### src/rtl/aurora_pkg.sv
// Shared constants, types and the block scrambler for the Aurora 64b/66b lanes.
package aurora_pkg;

  localparam logic [1:0] HDR_DATA = 2'b01;
  localparam logic [1:0] HDR_CTRL = 2'b10;
  localparam logic [7:0] BT_IDLE  = 8'h78;

  localparam int unsigned SCR_TAP_A = 38;
  localparam int unsigned SCR_TAP_B = 57;
  typedef logic [57:0] scr_state_t;
  localparam scr_state_t  SCR_SEED  = 58'h3FF_FFFF_FFFF_FFFF;
  localparam logic [63:0] IDLE_DATA = {BT_IDLE, 56'h0};

  localparam int unsigned BLOCK_W = 66;
  localparam int unsigned WORD_W  = 32;
  localparam int unsigned SEQ_LEN = 33;
  localparam int unsigned BUF_W   = 96;

  typedef struct packed {
    scr_state_t  state;
    logic [63:0] data;
  } scr_result_t;

  // Scrambles a full payload in transmit order (bit 63 first) from state s_in.
  function automatic scr_result_t scramble(input scr_state_t s_in, input logic [63:0] d);
    scr_state_t  s;
    logic [63:0] o;
    logic        b;
    s = s_in;
    o = '0;
    for (int i = 63; i >= 0; i--) begin
      b    = d[i] ^ s[SCR_TAP_A] ^ s[SCR_TAP_B];
      o[i] = b;
      s    = {s[56:0], b};
    end
    return '{state: s, data: o};
  endfunction

endpackage

### src/rtl/aurora_tx_gearbox.sv
// 66:32 gearbox: MSB-aligned bit buffer, occupancy count and phase counter.
module aurora_tx_gearbox
  import aurora_pkg::*;
(
  input  logic               clk_i,
  input  logic               rst_ni,
  input  logic [BLOCK_W-1:0] block_i,
  output logic               ready_o,
  output logic [WORD_W-1:0]  word_o,
  output logic [5:0]         seq_o
);

  localparam logic [6:0] WordCnt  = 7'(WORD_W);
  localparam logic [6:0] LoadStep = 7'(BLOCK_W - WORD_W);
  localparam logic [5:0] SeqLast  = 6'(SEQ_LEN - 1);

  // Valid bits sit at the top of r_buf (oldest at bit 95); everything below is zero.
  logic [BUF_W-1:0] r_buf;
  logic [6:0]       r_cnt;
  logic [5:0]       r_seq;

  logic [BUF_W-1:0] w_load;
  logic [BUF_W-1:0] w_merged;
  logic [6:0]       w_cnt_next;

  assign ready_o = (r_cnt < WordCnt);

  // Place the new block behind the residual bits, then account for one emitted word.
  always_comb begin
    w_load     = '0;
    w_cnt_next = r_cnt - WordCnt;
    if (ready_o) begin
      w_load     = {block_i, {(BUF_W - BLOCK_W){1'b0}}} >> r_cnt;
      w_cnt_next = r_cnt + LoadStep;
    end
    w_merged = r_buf | w_load;
  end

  assign word_o = w_merged[BUF_W-1 -: WORD_W];
  assign seq_o  = r_seq;

  // Buffer, occupancy and phase registers.
  always_ff @(posedge clk_i or negedge rst_ni) begin
    if (!rst_ni) begin
      r_buf <= '0;
      r_cnt <= '0;
      r_seq <= '0;
    end else begin
      r_buf <= w_merged << WORD_W;
      r_cnt <= w_cnt_next;
      r_seq <= (r_seq == SeqLast) ? 6'd0 : r_seq + 6'd1;
    end
  end

endmodule

### src/rtl/aurora_tx_lane.sv
// Aurora 64b/66b transmit lane: idle insertion, scrambler, gearbox and output register.
module aurora_tx_lane
  import aurora_pkg::*;
(
  input  logic        clk_tx_i,
  input  logic        rst_n_i,
  input  logic [63:0] tx_data_i,
  input  logic [1:0]  tx_header_i,
  input  logic        tx_valid_i,
  output logic        tx_ready_o,
  input  logic        tx_polarity_i,
  output logic [31:0] tx_data_o,
  output logic        tx_idle_o,
  output logic [5:0]  tx_seq_o
);

  scr_state_t  r_scr;
  logic [31:0] r_data;
  logic        r_idle;

  logic               w_ready;
  logic [1:0]         w_header;
  logic [63:0]        w_payload;
  scr_result_t        w_scr;
  logic [BLOCK_W-1:0] w_block;
  logic [WORD_W-1:0]  w_word;

  // Substitute an idle block whenever the source has nothing to offer.
  always_comb begin
    w_header  = HDR_CTRL;
    w_payload = IDLE_DATA;
    if (tx_valid_i) begin
      w_header  = tx_header_i;
      w_payload = tx_data_i;
    end
  end

  assign w_scr   = scramble(r_scr, w_payload);
  assign w_block = {w_header, w_scr.data};

  aurora_tx_gearbox u_gearbox (
    .clk_i   (clk_tx_i),
    .rst_ni  (rst_n_i),
    .block_i (w_block),
    .ready_o (w_ready),
    .word_o  (w_word),
    .seq_o   (tx_seq_o)
  );

  // Output word with polarity, idle flag, and scrambler state advancing only on loads.
  always_ff @(posedge clk_tx_i or negedge rst_n_i) begin
    if (!rst_n_i) begin
      r_data <= '0;
      r_idle <= 1'b0;
      r_scr  <= SCR_SEED;
    end else begin
      r_data <= w_word ^ {WORD_W{tx_polarity_i}};
      r_idle <= w_ready & ~tx_valid_i;
      if (w_ready) begin
        r_scr <= w_scr.state;
      end
    end
  end

  assign tx_ready_o = w_ready;
  assign tx_data_o  = r_data;
  assign tx_idle_o  = r_idle;

endmodule

### config.mk
export PLATFORM = sky130hd
export DESIGN_NAME = aurora_tx_lane
export DESIGN_NICKNAME = d
export VERILOG_FILES = /design/src/rtl/aurora_pkg.sv /design/src/rtl/aurora_tx_gearbox.sv /design/src/rtl/aurora_tx_lane.sv
export SDC_FILE = /design/constraint.sdc
export NUM_CORES = 1
export LEC_CHECK = 0
export ABC_AREA = 1
export CORE_ASPECT_RATIO = 0.8
export CORE_MARGIN = 2
export CORE_UTILIZATION = 49
export CTS_BUF_LIST = sky130_fd_sc_hd__clkbuf_2 sky130_fd_sc_hd__clkbuf_4 sky130_fd_sc_hd__clkbuf_8
export DETAILED_ROUTE_END_ITERATION = 6
export MAX_ROUTING_LAYER = met4
export PLACE_DENSITY = 0.74
export SYNTH_ARGS = -nofsm -noshare
export SYNTH_HDL_FRONTEND = slang
export SYNTH_SLANG_ARGS = --single-unit
### constraint.sdc
create_clock -name clk_tx_i -period 6 [get_ports clk_tx_i]
set_input_delay 1.2 -clock clk_tx_i [delete_from_list [all_inputs] [get_ports clk_tx_i]]
set_output_delay 1.2 -clock clk_tx_i [all_outputs]
set_load 0.005 [all_outputs]
# [Yosys cells after proc, flatten, opt, wreduce, memory -nomap -nowiden]
# Index checks and enable logic that the tools add are counted.
# Widths: inputs -> output; s select.
[classes] order_cmp=1 eq_ne=1 n_addsub=3 bitwise=132 muxes=5 shifts=1
[ops] operator="$xor 1x1->1" count=128
[ops] operator="$mux 96" count=1
[ops] operator="$or 96x96->96" count=1
[ops] operator="$shr 96x7->96" count=1
[ops] operator="$mux 64" count=1
[ops] operator="$xor 32x32->32" count=1
[ops] operator="$add 7x6->7 const B" count=1
[ops] operator="$lt 7x6->1 const B" count=1
[ops] operator="$mux 7" count=1
[ops] operator="$sub 7x6->7 const B" count=1
[ops] operator="$add 6x1->6 const B" count=1
[ops] operator="$eq 6x6->1 const B" count=1
[ops] operator="$mux 6" count=1
[ops] operator="$mux 2" count=1
[ops] operator="$and 1x1->1" count=1
[ops] operator="$not 1->1" count=1
[totals] register_bits=168 input_bits=70 output_inout_bits=40

# [Depth between registers and ports, before layout]
# Gate-level depths: netlist of run 1.
[depth] depth_word=9 depth_mapped=18 ltp_nobuf=17

# [By module]
# Synthesis of run 1 repeated with hierarchy kept, for this count alone.
[hier_totals] cells_unflattened=2006 area_unflattened_um2=13173.9
[modules_own_cells] module="aurora_tx_gearbox" seq_area_each_um2=1901.8 area_each_um2=7767.4 cells_each=1312 instances=1
[modules_own_cells] module="aurora_tx_lane" seq_area_each_um2=2349.8 area_each_um2=5406.4 cells_each=694 instances=1

# [Worst setup path before layout of run 1]
# Ideal clock, no wire load.
[synth_timing] path_type="flip-flop to output port" start="register u_gearbox.r_cnt[6]" end="output port tx_ready_o" arrival_time_ns=1.375 slack_ns=3.425 stages_incl_launch_ff=6 cell_sequence="dfrtp_1 -> clkbuf_1 -> inv_1 -> clkbuf_1 -> clkbuf_1 -> ha_1"
[synth_via] elab_chain_len=1
[synth_lines] element="start, declared" line_no="aurora_tx_gearbox.sv:19" text="logic [6:0] r_cnt;"
[synth_lines] element="start signal, assigned" line_no="aurora_tx_gearbox.sv:50" text="r_cnt <= w_cnt_next;"
[synth_lines] element="$lt 7x6->1" line_no="aurora_tx_gearbox.sv:26" text="assign ready_o = (r_cnt < WordCnt);"
[synth_lines] element="end, declared" line_no="aurora_tx_lane.sv:10" text="output logic tx_ready_o,"
# No other way between the ends.

# [Worst setup path after layout of run 1]
[layout_timing] start="input port tx_valid_i" end="register u_gearbox.r_buf[41]"
[layout_via] elab_chain_len=8 word_cells_on_any_way=133 classes_between="shift: 1; mux: 3; bitwise: 129"
[layout_lines] element="start, declared" line_no="aurora_tx_lane.sv:9" text="input logic tx_valid_i,"
[layout_lines] element="$mux 64" line_no="aurora_tx_lane.sv:32" text="if (tx_valid_i) begin"
[layout_lines] element="$xor 1x1->1 (4 in a row)" line_no="aurora_pkg.sv:32" text="b = d[i] ^ s[SCR_TAP_A] ^ s[SCR_TAP_B];"
[layout_lines] element="$shr 96x7->96 *" line_no="aurora_tx_gearbox.sv:33" text="w_load = {block_i, {(BUF_W - BLOCK_W){1'b0}}} >> r_cnt;"
[layout_lines] element="$mux 96 *" line_no="aurora_tx_gearbox.sv:32" text="if (ready_o) begin"
[layout_lines] element="via u_gearbox.w_load[9]" line_no="aurora_tx_gearbox.sv:22" text="logic [BUF_W-1:0] w_load;"
[layout_lines] element="$or 96x96->96 *" line_no="aurora_tx_gearbox.sv:36" text="w_merged = r_buf | w_load;"
[layout_lines] element="end signal, assigned" line_no="aurora_tx_gearbox.sv:49" text="r_buf <= w_merged << WORD_W;"
[layout_lines] element="end, declared" line_no="aurora_tx_gearbox.sv:18" text="logic [BUF_W-1:0] r_buf;"
# The timed path passes the listed nets; every way through them passes the cells marked *.
# A chain may end at the register's enable or synchronous reset.

==> results of run 1 <==
## path summary, 6_finish.rpt
kind                                          start                   to  cells after the start
worst min register to register  u_gearbox.r_buf[52]  u_gearbox.r_buf[84]                      1
min in group asynchronous                   rst_n_i            tx_idle_o                      1
worst max-delay path                     tx_valid_i  u_gearbox.r_buf[41]                     15
max in group asynchronous                   rst_n_i  u_gearbox.r_buf[33]                      2
worst max register to register   u_gearbox.r_cnt[1]        tx_data_o[25]                      9
worst min-delay path            u_gearbox.r_buf[52]  u_gearbox.r_buf[84]                      1
## cells in the mapped netlist
library cell,instances,area (um^2)
a21o_1,2,15.01
a21oi_1,46,230.2
a31o_2,6,52.55
a31oi_1,18,112.6
buf_1,37,138.9
buf_2,23,115.1
buf_4,5,37.54
buf_6,5,56.30
clkbuf_1,53,198.9
dfrtp_1,109,2728
dfstp_2,58,1524
ha_1,4,50.05
inv_1,170,638.1
inv_2,6,22.52
mux2i_1,1,10.01
nand2_1,723,2714
nand2_2,4,25.02
nand3_1,526,2633
nand3_2,3,30.03
nand3b_1,8,60.06
nand3b_4,1,20.02
nand4_1,22,137.6
nor2_1,77,289.0
nor2_2,1,6.260
nor3_1,6,30.03
nor3b_1,1,7.510
o211ai_1,7,52.55
o21a_1,2,15.01
o21ai_0,75,375.4
o21ai_1,10,50.05
o21bai_1,21,157.7
o31ai_1,3,22.52
or2_2,3,18.77
xnor2_1,6,52.55
xor2_1,47,411.6
## cells by family (layout without fill, tap and decap cells)
| logic type | after synthesis | count (layout) |
|---|---|---|
| and+or+nand+nor | 1375 | 1375 |
| adders and majority gates | 4 | 4 |
| AOI/OAI and AO/OA | 190 | 190 |
| xor gates and xnor gates | 53 | 53 |
| buffers and inverters | 299 | 337 |
| muxes | 1 | 1 |
| DFF | 167 | 167 |
## state kept, by name (all words and copies together), names as in the netlist
| signal | flops |
|---|---|
| u_gearbox.seq_o | 6 |
| u_gearbox.r_cnt | 6 |
| tx_idle_o | 1 |
| r_scr | 58 |
| u_gearbox.r_buf | 64 |
| tx_data_o | 32 |
## worst max-delay path, cell delays in order
cell	delay, ns
buf_2	0.65
inv_1	0.24
nor2_1	0.16
nand3_1	0.12
nand2_2	0.16
nand2_1	0.11
nand2_1	0.19
nand2_1	0.20
nand3_1	0.23
nand3_1	0.13
nand3_1	0.22
nand3_1	0.09
nand3_1	0.09
nand2_1	0.06
inv_1	0.05
## through the flow
stage,area [um^2],hold WS (ns),instances,worst slack [ns]
3_3_place_gp,14230,0.4101,2454,2.052
2_1_floorplan,13040,0.4044,2089,3.425
4_1_cts,14590,0.4319,2484,2.597
5_1_grt,14590,0.4558,2484,2.227
3_5_place_dp,14230,0.4188,2454,2.067
6_report,14590,0.4350,2484,2.463
## where the power goes
part	internal, uW	switching (uW)	total, uW	leakage, uW
registers	1670	255	1930	0.00201
clock network	329	487	816	0.000174
logic	1390	2940	4340	0.00549
## final cells by class
cell class / count / area share
Timing Repair Buffer: 131 / 0.08672
Clock buffer: 17 / 0.01604
Tap cell: 357 / 0.03062
Clock inverter: 13 / 0.008578
Sequential cell: 167 / 0.2918
Inverter: 176 / 0.04529
Multi-Input combinational cell: 1623 / 0.5209
## layer usage
layer	up-vias	share of wire	global-route usage
li1	6890	-	-
met1	6930	0.44	0.5185
met2	780	0.43	0.5776
met3	105	0.10	0.07622
met4	0	0.030	0.1248
met5	-	0	-
==> flow_metrics.py, run 1 <==
metrics = {
    "run_status": {
        "status": "finished, final reports clean",
    },
    "timing": {
        "rsz0062_at_grt": "false",
        "tns_ns": 0,
        "setup-violations-final": 0,
        "min_period_over_period": 0.5896,
        "finClkSkew_ns": 0.02047,
        "maxSlewViolCount": 0,
        "max_freq_mhz": 282.7,
        "fin_crit_ns": 3.537,
        "tightest_slew_ns": 0.9567,
        "relSlewSlack": 0.3622,
        "finalHoldViolations": 0,
    },
    "logic_synthesis": {
        "synth_seq_cells": 167,
        "synthSimpleGateAreaFrac": 0.4580,
        "synth_top_family_by_area": "simple AND/OR/NAND/NOR gates",
        "synthMuxAreaShare": 0.0007678,
        "syn_area_um2": 13040,
        "synth_nets": 2163,
        "synth_cell_types": 35,
        "postSynthCellCount": 2089,
        "synthAdderAreaFrac": 0.003839,
        "ys_seq_area_frac": 0.3261,
        "synth-compound-area-share": 0.08311,
        "ys_warn_count": 0,
        "postSynthAreaPerCell_um2": 6.241,
        "synth-xor-area-share": 0.03560,
    },
    "placement": {
        "port_buffers": 109,
        "dp_hpwl_um": 37900,
        "gp_congestion": 1.035,
    },
    "drt": {
        "first_pass_iters": 6,
        "wl_um": 51350,
        "detail-route-antenna-nets": 0,
        "wl_per_cell_um": 20.67,
        "vias_per_cell": 5.920,
        "drc": 0,
        "vias": 14710,
        "drt_iter0_markers": 1716,
    },
    "layout": {
        "final-seq-area_um2": 4257,
        "finalNetCount": 2190,
        "final_cell_mix": "nand2_1, nand3_1, inv_1",
        "drive_gt1_frac": 0.06723,
        "final_common_cell": "nand2_1",
        "insertedDiodeCount": 0,
        "multiInputGateArea_um2": 7599,
        "area_delta_synth_final_pct": 11.88,
        "nFillCells": 2675,
        "final_util": 0.5569,
    },
    "setup_path": {
        "worstSetupPathType": "input port to flop",
        "critPathCaptureType": "flop",
        "critical_path.startpoint_type": "input port",
        "crit_arrival_ns": 3.98,
        "crit_path_max_fanout": 47,
        "cp.required_ns": 6.44,
        "ff2ff_setup_slack_ns": 3.04,
    },
    "cts": {
        "ctsResizeCount": 0,
        "hold_buffers": 0,
        "insertion_delay_ns": 0.50,
        "h-tree-depth": 4,
        "cts.path.max_buffers": 2,
        "clkTransAtPathRegs_ns": 0.11,
        "cts_tree": "done",
        "root_buffer": "clkbuf_8",
        "postCtsSetupRepairBufs": 0,
        "cts_buffers": 17,
        "cts_sinks": 167,
    },
    "worst_hold_path": {
        "hp-class": "flop to flop",
    },
    "global_route": {
        "grt_usage": 0.3834,
        "grt_pass1_vias": 13570,
        "grt_max_degree": 102,
        "grt_first_pass_wirelength_um": 79070,
        "antenna_found_initial": 1,
        "gr-total-overflow": 0,
    },
    "floorplan": {
        "io_pins": 110,
        "start_util": 0.4977,
        "die_h_um": 149.9,
        "die-area_um2": 27940,
        "num_rows": 53,
        "fp.dieW_um": 186.4,
        "core_um2": 26190,
    },
    "job": {
        "max_cap_violations": 0,
    },
    "power": {
        "worst_ir_drop_vdd_mv": 0.2422,
        "leakage_uw": 0.007676,
        "p_per_area_nw_per_um2": 485.7,
        "p_total_uw": 7084,
    },
}
Note: power is estimated with default switching activity, not from simulation.
==> inputs of run 2 (changes only) <==
clock period = 3.6 ns   (was 6 ns; I/O delays follow)
==> run 2 against run 1 <==
Against the previous run:
- the flow now finishes with violations (DRC)
- final area is 1.1% higher
- sequential share of layout area is 0.30 points lower
- worst hold slack worse by 0.23 ns
- critical path depth is 6 lower
- register-to-register slack worse by 2.3 ns
- first-iteration DRC count is 1.1% lower
==> flow_metrics.py, run 2 (synthesized netlist as in run 1, its figures left out) <==
metrics = {
    "run_status": {
        "status": "complete, but fails checks",
        "violations": "DRC",
    },
    "global_route": {
        "grt_pass1_vias": 13640,
        "gr-total-overflow": 0,
        "grt_first_pass_wirelength_um": 79650,
        "antenna_found_initial": 2,
        "grt_max_degree": 129,
        "grt_usage": 0.3913,
    },
    "cts": {
        "cts.path.max_buffers": 2,
        "postCtsSetupRepairBufs": 0,
        "ctsResizeCount": 0,
        "insertion_delay_ns": 0.51,
        "cts_buffers": 17,
        "hold_buffers": 0,
        "cts_tree": "done",
        "root_buffer": "clkbuf_8",
        "cts_sinks": 167,
        "h-tree-depth": 4,
        "clkTransAtPathRegs_ns": 0.10,
    },
    "drt": {
        "drt_iter0_markers": 1697,
        "wl_met3_um": 6138,
        "first_pass_iters": 7,
        "wl_met2_um": 22630,
        "detail-route-antenna-nets": 0,
        "wl_per_cell_um": 20.94,
        "vias_per_cell": 5.913,
        "vias": 14740,
        "wl_um": 52210,
        "drc": 6,
        "drt-met1-wl_um": 21750,
        "highest_layer": "met4",
    },
    "timing": {
        "tightest_slew_ns": 1.030,
        "fin_crit_ns": 2.858,
        "min_period_over_period": 0.7940,
        "holdWs_ns": 0.2082,
        "finalHoldViolations": 0,
        "max_freq_mhz": 349.8,
        "rsz0062_at_grt": "false",
        "finClkSkew_ns": 0.02397,
        "tns_ns": 0,
        "maxSlewViolCount": 0,
        "relSlewSlack": 0.3136,
        "setup-violations-final": 0,
    },
    "power": {
        "p_per_area_nw_per_um2": 813.1,
        "worst_ir_drop_vdd_mv": 0.3568,
        "leakage_uw": 0.007750,
    },
    "setup_path": {
        "critPathCaptureType": "flop",
        "startpoint": "u_gearbox.r_cnt[1]",
        "crit_arrival_ns": 3.21,
        "path_buf_inv": 3,
        "worstSetupPathType": "flop to flop",
        "critical_path.startpoint_type": "flop",
        "r2r_start": "u_gearbox.r_cnt[1]",
        "crit_top_cell": "nand3_1",
        "cp.required_ns": 3.95,
        "path_cells": "inv_2 -> buf_4 -> nand2_1 -> nand3_1 -> nand3_1 -> nand3b_1 -> inv_1 -> a21oi_1 -> xor2_1",
        "crit_path_max_fanout": 49,
        "path_delay_family": "buffers and inverters",
        "cpPeakStageDelay_ns": 0.71,
        "slowest_stage": "inv_2",
    },
    "placement": {
        "dp_hpwl_um": 38760,
        "gp_congestion": 1.008,
        "dpl_cell_area_um2": 14330,
        "port_buffers": 109,
    },
    "layout": {
        "multiInputGateArea_um2": 7599,
        "nFillCells": 2593,
        "top_register": "u_gearbox.r_buf",
        "fin_area_um2": 14740,
        "final-seq-area_um2": 4257,
        "final_common_cell": "nand2_1",
        "final_cell_mix": "nand2_1, nand3_1, inv_1",
        "drive_gt1_frac": 0.07029,
        "area_delta_synth_final_pct": 13.06,
        "finalNetCount": 2195,
        "largest_reg_flops": 64,
    },
    "worst_hold_path": {
        "hp-class": "input port to asynchronous set/reset pin",
    },
    "floorplan": {
        "io_pins": 110,
        "die_h_um": 149.9,
        "fp.dieW_um": 186.4,
        "die-area_um2": 27940,
        "start_util": 0.4977,
        "num_rows": 53,
        "core_um2": 26190,
    },
    "job": {
        "max_cap_violations": 0,
    },
}
## run 2: worst paths after layout
| check | to | slack [ns] | cells after the start |
|---|---|---|---|
| setup / recovery | tx_data_o[25] | 0.74 | 9 |
| setup reg to reg | tx_data_o[25] | 0.74 | 9 |
| hold / removal | tx_idle_o | 0.21 | 1 |
| min in group clk_tx_i | u_gearbox.r_buf[84] | 0.45 | 1 |
| max in group asynchronous | u_gearbox.r_cnt[3] | 2.62 | 2 |
| hold reg to reg | u_gearbox.r_buf[84] | 0.45 | 1 |
## run 2: final cells by class
class / count / area share
inverter: 176 / 0.04482
timing repair buffer: 136 / 0.09261
clock inverter: 12 / 0.009422
multi-input combinational: 1623 / 0.5155
tap: 357 / 0.03030
clock buffer: 20 / 0.01825
sequential: 167 / 0.2888
antenna: 2 / 0.0003395
## run 2: stage by stage
step	worst slack [ns]	cells	power, uW	utilization
global route	0.6079	2493	12930	0.5627
detailed placement	0.6505	2459	10280	0.5470
global placement	0.6637	2459	10160	0.5470
CTS	0.8602	2491	11790	0.5626
floorplan	1.087	2089	7670	-
finish	0.7415	2493	11990	0.5627
## run 2: where the power goes
part           internal, uW  switching, uW
combinational          2330           4940
sequential             2790            421
clock                   670            829
total                  5790           6190
## run 2: metal layers
layer / track usage / vias to the layer above
met1: 0.5080 / 6929
met4: 0.1312 / 0
li1: - / 6898
met2: 0.5914 / 820
met5: - / -
met3: 0.1067 / 95
